<file path="src/rtl/sa_pkg.sv">
// Shared types for the systolic-array drain path: drain FSM encoding and
// the column-index width helper.
package sa_pkg;

  typedef enum logic [1:0] {DR_IDLE, DR_SHIFT, DR_FLUSH} drain_state_t;

  // Column index width; a single-column array still gets a 1-bit index.
  function automatic int col_w(input int x);
    return (x > 1) ? $clog2(x) : 1;
  endfunction

endpackage

</file>
<file path="src/rtl/sa_drain_fifo.sv">
// Small synchronous skid FIFO. The head entry is read straight out of the
// storage registers, so the output never has a combinational input path.
module sa_drain_fifo #(
  parameter int W     = 8,
  parameter int DEPTH = 4
) (
  input  logic         i_clk,
  input  logic         i_rstn,
  input  logic         i_push,
  input  logic [W-1:0] i_data,
  input  logic         i_pop,
  output logic [W-1:0] o_head,
  output logic         o_full,
  output logic         o_empty
);

  localparam int AW = (DEPTH > 1) ? $clog2(DEPTH) : 1;
  localparam int CW = AW + 1;

  logic [W-1:0]  mem [DEPTH];
  logic [AW-1:0] wr_ptr;
  logic [AW-1:0] rd_ptr;
  logic [CW-1:0] count;
  logic          do_push;
  logic          do_pop;

  assign do_push = i_push && !o_full;
  assign do_pop  = i_pop && !o_empty;
  assign o_full  = (count == CW'(DEPTH));
  assign o_empty = (count == '0);
  assign o_head  = mem[rd_ptr];

  // Power-of-2 depth lets the pointers wrap naturally.
  always_ff @(posedge i_clk or negedge i_rstn) begin
    if (!i_rstn) begin
      for (int i = 0; i < DEPTH; i++) mem[i] <= '0;
      wr_ptr <= '0;
      rd_ptr <= '0;
      count  <= '0;
    end else begin
      if (do_push) begin
        mem[wr_ptr] <= i_data;
        wr_ptr      <= wr_ptr + 1'b1;
      end
      if (do_pop) rd_ptr <= rd_ptr + 1'b1;
      case ({do_push, do_pop})
        2'b10:   count <= count + 1'b1;
        2'b01:   count <= count - 1'b1;
        default: count <= count;
      endcase
    end
  end

endmodule

</file>
<file path="src/rtl/sa_cscan_drain.sv">
// Drains the systolic array's C scan chain: X shifts per drain, one Y-wide
// column captured per shift, streamed out through a skid FIFO.
// Stream handshake: a beat transfers on every clock edge where o_valid and
// i_ready are both high; o_valid never depends on i_ready, and
// o_data/o_col/o_last hold steady while o_valid is high and i_ready is low.
module sa_cscan_drain
  import sa_pkg::*;
#(
  parameter int  X          = 3,
  parameter int  Y          = 3,
  parameter int  OC_W       = 48,
  parameter int  FIFO_DEPTH = 4,
  localparam int COL_W      = col_w(X)
) (
  input  logic                     i_clk,
  input  logic                     i_rstn,
  input  logic                     i_start,
  output logic                     o_busy,
  output logic                     o_done,
  output logic                     o_overrun,
  output logic                     o_cscan_en,
  output logic [0:Y-1][OC_W-1:0]   o_c_chain,
  input  logic [0:Y-1][OC_W-1:0]   i_c_chain,
  output logic [0:Y-1][OC_W-1:0]   o_data,
  output logic [COL_W-1:0]         o_col,
  output logic                     o_last,
  output logic                     o_valid,
  input  logic                     i_ready,
  output drain_state_t             o_dbg_state
);

  localparam int               FW       = Y*OC_W + COL_W + 1;
  localparam logic [COL_W-1:0] LAST_COL = COL_W'(X-1);

  drain_state_t     state;
  drain_state_t     state_nx;
  logic [COL_W-1:0] cnt;
  logic             overrun;
  logic             fifo_full;
  logic             fifo_empty;
  logic             cap;
  logic             last_cap;
  logic             pop;
  logic             start_ok;
  logic [FW-1:0]    head;

  // Capture is gated only by registered state, so a pop never frees a slot
  // for a push in the same cycle.
  assign cap      = (state == DR_SHIFT) && !fifo_full;
  assign last_cap = cap && (cnt == LAST_COL);
  assign pop      = !fifo_empty && i_ready;
  assign start_ok = i_start && ((state == DR_IDLE) || o_done);

  always_comb begin
    state_nx = state;
    o_done   = 1'b0;
    case (state)
      DR_IDLE:  if (i_start) state_nx = DR_SHIFT;
      DR_SHIFT: if (last_cap) state_nx = DR_FLUSH;
      DR_FLUSH: begin
        // The last-flagged beat is always the final FIFO entry of a drain.
        if (pop && head[0]) begin
          o_done   = 1'b1;
          state_nx = i_start ? DR_SHIFT : DR_IDLE;
        end else if (fifo_empty) begin
          state_nx = DR_IDLE;
        end
      end
      default:  state_nx = DR_IDLE;
    endcase
  end

  always_ff @(posedge i_clk or negedge i_rstn) begin
    if (!i_rstn) begin
      state   <= DR_IDLE;
      cnt     <= '0;
      overrun <= 1'b0;
    end else begin
      state <= state_nx;
      if (cap) cnt <= last_cap ? '0 : cnt + 1'b1;
      if (i_start && !start_ok) overrun <= 1'b1;
    end
  end

  sa_drain_fifo #(
    .W     (FW),
    .DEPTH (FIFO_DEPTH)
  ) u_fifo (
    .i_clk   (i_clk),
    .i_rstn  (i_rstn),
    .i_push  (cap),
    .i_data  ({i_c_chain, cnt, (cnt == LAST_COL)}),
    .i_pop   (pop),
    .o_head  (head),
    .o_full  (fifo_full),
    .o_empty (fifo_empty)
  );

  // Zero-fill behind the drain leaves the chain cleared for the next context.
  assign o_c_chain                = '0;
  assign o_cscan_en               = cap;
  assign o_busy                   = (state != DR_IDLE);
  assign o_overrun                = overrun;
  assign o_valid                  = !fifo_empty;
  assign {o_data, o_col, o_last}  = head;
  assign o_dbg_state              = state;

endmodule

</file>
<file path="config.mk">
export PLATFORM = sky130hd
export DESIGN_NAME = sa_cscan_drain
export DESIGN_NICKNAME = d
export VERILOG_FILES = /design/src/rtl/sa_pkg.sv /design/src/rtl/sa_drain_fifo.sv /design/src/rtl/sa_cscan_drain.sv
export SDC_FILE = /design/constraint.sdc
export NUM_CORES = 1
export LEC_CHECK = 0
export CELL_PAD_IN_SITES_DETAIL_PLACEMENT = 0
export CELL_PAD_IN_SITES_GLOBAL_PLACEMENT = 1
export CORE_AREA = 5 5 240 242
export CTS_BUF_LIST = sky130_fd_sc_hd__clkbuf_2
export DETAILED_ROUTE_END_ITERATION = 8
export DIE_AREA = 0 0 245 247
export PLACE_DENSITY_LB_ADDON = 0.1
export SYNTH_ARGS = -nofsm -noshare
export SYNTH_HDL_FRONTEND = slang
export SYNTH_HIERARCHICAL = 1
export SYNTH_SLANG_ARGS = --single-unit
</file>
<file path="constraint.sdc">
create_clock -name i_clk -period 4.4 [get_ports i_clk]
set_input_delay 0.44 -clock i_clk [delete_from_list [all_inputs] [get_ports i_clk]]
set_output_delay 0.44 -clock i_clk [all_outputs]
set_load 0.05 [all_outputs]
</file>
; Word level (Yosys, flattened, before mapping)
; Index checks and enable logic that the tools add are counted.
[totals]
reg_bits = 600
input_bits = 148
wordCells = 63
[classes]
add_sub_neg = 5
n_lt_le_gt_ge = 3
n_eq_ne = 9
n_mux = 16
bitwise = 2
n_reduce_logical = 18
[ops]
columns = operator, n
row1 = bitwise mux 588 bit, 1
row2 = 2-to-1 mux 147 bit, 3
row3 = binary-select mux 147 bit (select 2 bit), 1
row4 = demux 147 bit (select 2 bit), 1
row5 = 2-to-1 mux 2 bit, 5
row6 = logical AND 1 bit, 9
row7 = adder 2 x 1 -> 2 bit (second input constant), 3
row8 = == test 2 bit (second input constant), 3
row9 = >= comparator 3 bit (second input constant), 2
row10 = NOT 2 -> 3 bit, 2
row11 = one-hot mux 2 bit (3 select lines), 1
row12 = one-hot mux 3 bit (2 select lines), 1
row13 = == test 2 x 1 -> 1 bit (second input constant), 2
row14 = != test 2 bit (second input constant), 2
row15 = nonzero test 2 bit, 2
row16 = adder 3 x 1 -> 3 bit (second input constant), 1
row17 = == test 3 bit (second input constant), 1
row18 = zero test 1 bit, 3
row19 = zero test 3 bit, 1
row20 = less-than comparator 3 x 1 -> 1 bit (second input constant), 1
row21 = 2-to-1 mux 1 bit, 3
row22 = != test 3 x 2 -> 1 bit (second input constant), 1
row23 = AND reduction 3 bit, 1
row24 = subtractor 3 x 1 -> 3 bit (second input constant), 1
row25 = other kinds (2), 2

; Logic depth before layout (Yosys ltp)
[depth]
word_depth = 11
depth_mapped = 9

; Hierarchy
; Netlist, hierarchy kept.
[modules_own_cells]
columns = mod, instances, cells_per_inst, area_each_um2, seq_area_each_um2
row1 = sa_drain_fifo, 1, 1460, 25874.8, 14889.3
row2 = sa_cscan_drain, 1, 168, 1353.8, 125.1

; Worst setup path before layout
; OpenSTA, ideal clock, no wires.
[synth_timing]
kind = flip-flop to flip-flop
startpoint = register state[0] (netlist: o_dbg_state[0])
endpoint = register u_fifo.count[2]
setup_time_ns = 0.125
arrival_time_ns = 2.421
required_time_ns = 4.275
slack_ns = 1.854
stages_incl_launch_ff = 9
period_less_slack_ns = 2.546
cell_sequence = dfrtp_1 nor3b_4 nand2b_1 ha_1 inv_1 fa_1 xor2_1 nor2_1 xor2_1
[synth_between]
elab_chain_cells = 5
elab_cells_between_ends = 7
classes_between = 3 x eq/ne / 1 x mux / 3 x reduce/logical
[synth_lines]
columns = element, line_no
row1 = "start, declared", sa_cscan_drain.sv:35  ; drain_state_t state;
row2 = "start signal, assigned", sa_cscan_drain.sv:79  ; state <= state_nx;
row3 = == test 2 x 1 -> 1 bit (*), sa_cscan_drain.sv:49  ; assign cap = (state == DR_SHIFT) && !fifo_full;
row4 = logical AND 1 bit (*), sa_cscan_drain.sv:49
row5 = named net o_cscan_en, sa_cscan_drain.sv:21  ; output logic o_cscan_en,
row6 = logical AND 1 bit (*), sa_drain_fifo.sv:27  ; assign do_push = i_push && !o_full;
row7 = == test 2 x 1 -> 1 bit / == test 2 bit (equally long branches), sa_drain_fifo.sv:46  ; case ({do_push, do_pop})
row8 = one-hot mux 3 bit (2 select lines) / nonzero test 2 bit (equally long branches), --
row9 = "end signal, assigned", sa_drain_fifo.sv:47  ; 2'b10: count <= count + 1'b1;
row10 = "end signal, assigned", sa_drain_fifo.sv:48  ; 2'b01: count <= count - 1'b1;
row11 = "end signal, assigned", sa_drain_fifo.sv:49  ; default: count <= count;
row12 = "end, declared", sa_drain_fifo.sv:23  ; logic [CW-1:0] count;
; Mark *: on every way through the listed nets, which the timed path passes. The rest lies on a longest branch.
; A chain may end at the register's enable or synchronous reset.

==> results.tsv <==
stage	metric	value	unit
drt	final wirelength	62.0	mm
floorplan	Die Span Y	247	µm
cts	CTS H-tree lvls	4	
worst_hold_path	min-delay worst type	in2reg	
timing	hold slack	0.379	ns
worst_setup_path	Worst Path Arrival	3.67	ns
placed_design	placed cells	2564	
global_routing	vias in the first global route	17600	
drt	Vias/cell	5.14	
logic_synthesis	Mapped Area	27200	µm²
global_routing	All-Layer GR Usage	20.7	%
worst_setup_path	WS Path Type	reg2out	
worst_setup_path	worst reg2reg setup slack	1.56	ns
drt	routed vias	15400	
timing	final worst path period share	93.5	%
timing	Achievable Freq	243	MHz
drt	Avg WL per Cell	20.7	µm
logic_synthesis	Ys Warns	6	
drt	met1 WL	26.4	mm
worst_setup_path	CP endpoint kind	primary output	
floorplan	die outline area	60500	µm²
timing	Worst-Margin Slew	0.849	ns
drt	top layer in use	met4	
cts	clock-pin slew on the worst setup and hold paths	0.09	ns
cts	CTS tree	yes	
logic_synthesis	sequential cell area fraction in the yosys report	55.1	%
drt	met3 routed WL	3.22	mm
logic_synthesis	Synth Register Bits	600	
timing	Period minus WS final	4.11	ns
logic_synthesis	cells after synthesis	1628	
floorplan	I/O Pins	446	
placed_design	GPL Wtd Cong	0.713	
timing	RSZ-0062 raised after global routing	yes	
timing	Final setup viols	0	
global_routing	grt total ovfl	0	
drt	DR WL met2	31.2	mm
floorplan	width of the chip	245	µm
run_status	outcome	complete, no violations	
timing	Pins Over Slew Limit	0	
logic_synthesis	post-synthesis average cell area	16.7	µm²
layout	Nets	2326	
worst_setup_path	CP Launch Type	flop	
global_routing	first-pass GRT wire length	97.7	mm
timing	relative slew slack	43.4	%
cts	Root Driver	clkbuf_2	
layout	P&R area growth vs syn	22.9	%
worst_setup_path	Crit Path Max Fanout	51	
floorplan	row count	86	
global_routing	pin count of the biggest net entering global routing	113	
layout	fraction of layout cells with a size suffix above 1	45.3	%
placed_design	dpl ws	1.44	ns
floorplan	core area	54900	µm²
global_routing	initial antenna violation count	6	
cts	TritonCTS Buffers	159	
cts	Clock Tree Buf Depth	3	
timing	setup ws final	0.286	ns
floorplan	Starting Density	49.6	%
layout	FF/Latch Area	15000	µm²
logic_synthesis	post-synth cell types	27	
drt	First DRT Iteration DRCs	546	
drt	DRC Markers	0	
timing	Final Hold Viols	0	
drt	antenna-violating nets left	0	
worst_setup_path	Req. time, crit path	3.96	ns
placed_design	DP HPWL	37.3	mm
placed_design	PortBufs	301	
job	MaxCap Viol Count	0	
cts	clk_lat worst skew	1.26	ns
drt	first-pass detailed-route iteration total	4	
cts	# clock sinks	600	
layout	Fillers	4314	
layout	area of the multi-input gates	10900	µm²
layout	post-route insts no fill	3000	
timing	final setup skew	0.0548	ns
[area by class of cell]
class	count	share of cell area, %
clock inverter	40	1.16
clock buffer	234	3.50
tap	704	2.63
antenna	11	0.0822
sequential	600	44.9
timing repair buffer	481	15.2
inverter	7	0.0785
multi-input combinational	923	32.5
[logic make-up after synthesis]
kind of cell,count (synthesis),share of synthesized area [%]
multiplexers,740,36.7
flip-flops,600,55.1
buffers and inverters,248,7.01
AND/OR/NAND/NOR,23,0.538
adder cells (fa/ha/maj),6,0.303
XOR/XNOR,6,0.193
AO/OA/AOI/OAI,4,0.119
other,1,0.0138
[path summary, 6_finish.rpt]
path / cells after the start / endpoint / from
min in group asynchronous: 4 / u_fifo/mem[314] / i_rstn
setup reg to reg: 6 / u_fifo/mem[198] / u_fifo/count[2]
hold / removal: 3 / u_fifo/mem[470] / i_c_chain[26]
setup / recovery: 3 / o_data[99] / u_fifo/rd_ptr[0]
hold reg to reg: 1 / u_fifo/mem[79] / u_fifo/mem[79]
max in group asynchronous: 5 / u_fifo/mem[84] / i_rstn
[cells in the mapped netlist]
master / instances / area share, %
dfrtp_1: 600 / 55
mux2_2: 592 / 24
buf_4: 149 / 4.1
mux4_2: 147 / 12
buf_6: 52 / 2.2
buf_2: 23 / 0.42
clkbuf_1: 9 / 0.12
buf_1: 8 / 0.11
nor2_1: 8 / 0.11
inv_1: 7 / 0.097
ha_1: 5 / 0.23
nand2_1: 5 / 0.069
nor2b_1: 3 / 0.069
xnor2_1: 3 / 0.097
xor2_1: 3 / 0.097
a211oi_1: 2 / 0.055
nor3b_4: 2 / 0.14
a31o_2: 1 / 0.032
and4bb_2: 1 / 0.046
conb_1: 1 / 0.014
fa_1: 1 / 0.074
mux2i_1: 1 / 0.037
nand2b_1: 1 / 0.023
nand4bb_1: 1 / 0.041
nor3_1: 1 / 0.018
o31a_1: 1 / 0.032
or2_2: 1 / 0.023
[stage by stage]
step / utilization [%] / instance area, µm² / TNS [ns]
after detailed placement: 55.0 / 30200 / 0
after global routing: 61.0 / 33500 / -3.09
after floorplan: - / 27800 / 0
final: 61.0 / 33500 / 0
after global placement: 55.0 / 30200 / 0
after CTS: 60.7 / 33300 / -0.0109
[state kept, by name, summed over array words and instances (netlist names)]
register and flops:
cnt 2, o_dbg_state 2, o_overrun 1, u_fifo/count 3
u_fifo/mem 588, u_fifo/rd_ptr 2, u_fifo/wr_ptr 2
[metal layers]
metal	track usage, %	up-vias
li1	-	6891
met1	26.0	8125
met2	34.4	328
met3	6.32	85
met4	7.51	0
met5	0	-
[layout by cell type, fill, tap and decap left out, types with 2 or more instances in the layout]
cell and n:
mux2_2 592, ha_1 5, nand2_1 5, bufinv_16 8, nor3b_4 2, inv_1 7
clkinvlp_4 3, xnor2_1 3, diode_2 11, buf_12 12, nor2_4 4, buf_16 3
dfrtp_1 598, clkdlybuf4s50_1 250, buf_4 15, clkinv_1 21, inv_2 2, dlygate4sd3_1 149
clkinv_2 4, conb_1 144, nor2b_1 3, dlymetal6s2s_1 50, xor2_1 3, a211oi_1 2
dfrtp_4 2, clkinv_4 2, mux4_2 147, clkbuf_2 234, nor2_1 4
[repair_timing]
| item | CTS | global route |
|---|---|---|
| buffers inserted | 1 | 0 |
| hold buffers | 150 | 0 |
| resized for setup | 2 | 51 |
| endpoints found under the setup margin | 34 | 59 |
| endpoints found under the hold margin | 1133 | 0 |
[critical path: stages, from the launching register on]
cell             delay (ns)
dfrtp_4                0.64
buf_16                 0.37
mux4_2                 0.60
clkdlybuf4s50_1        0.73
Power is not shown: default switching activity piles up to over one toggle a cycle in this logic, so the estimate is an artifact.
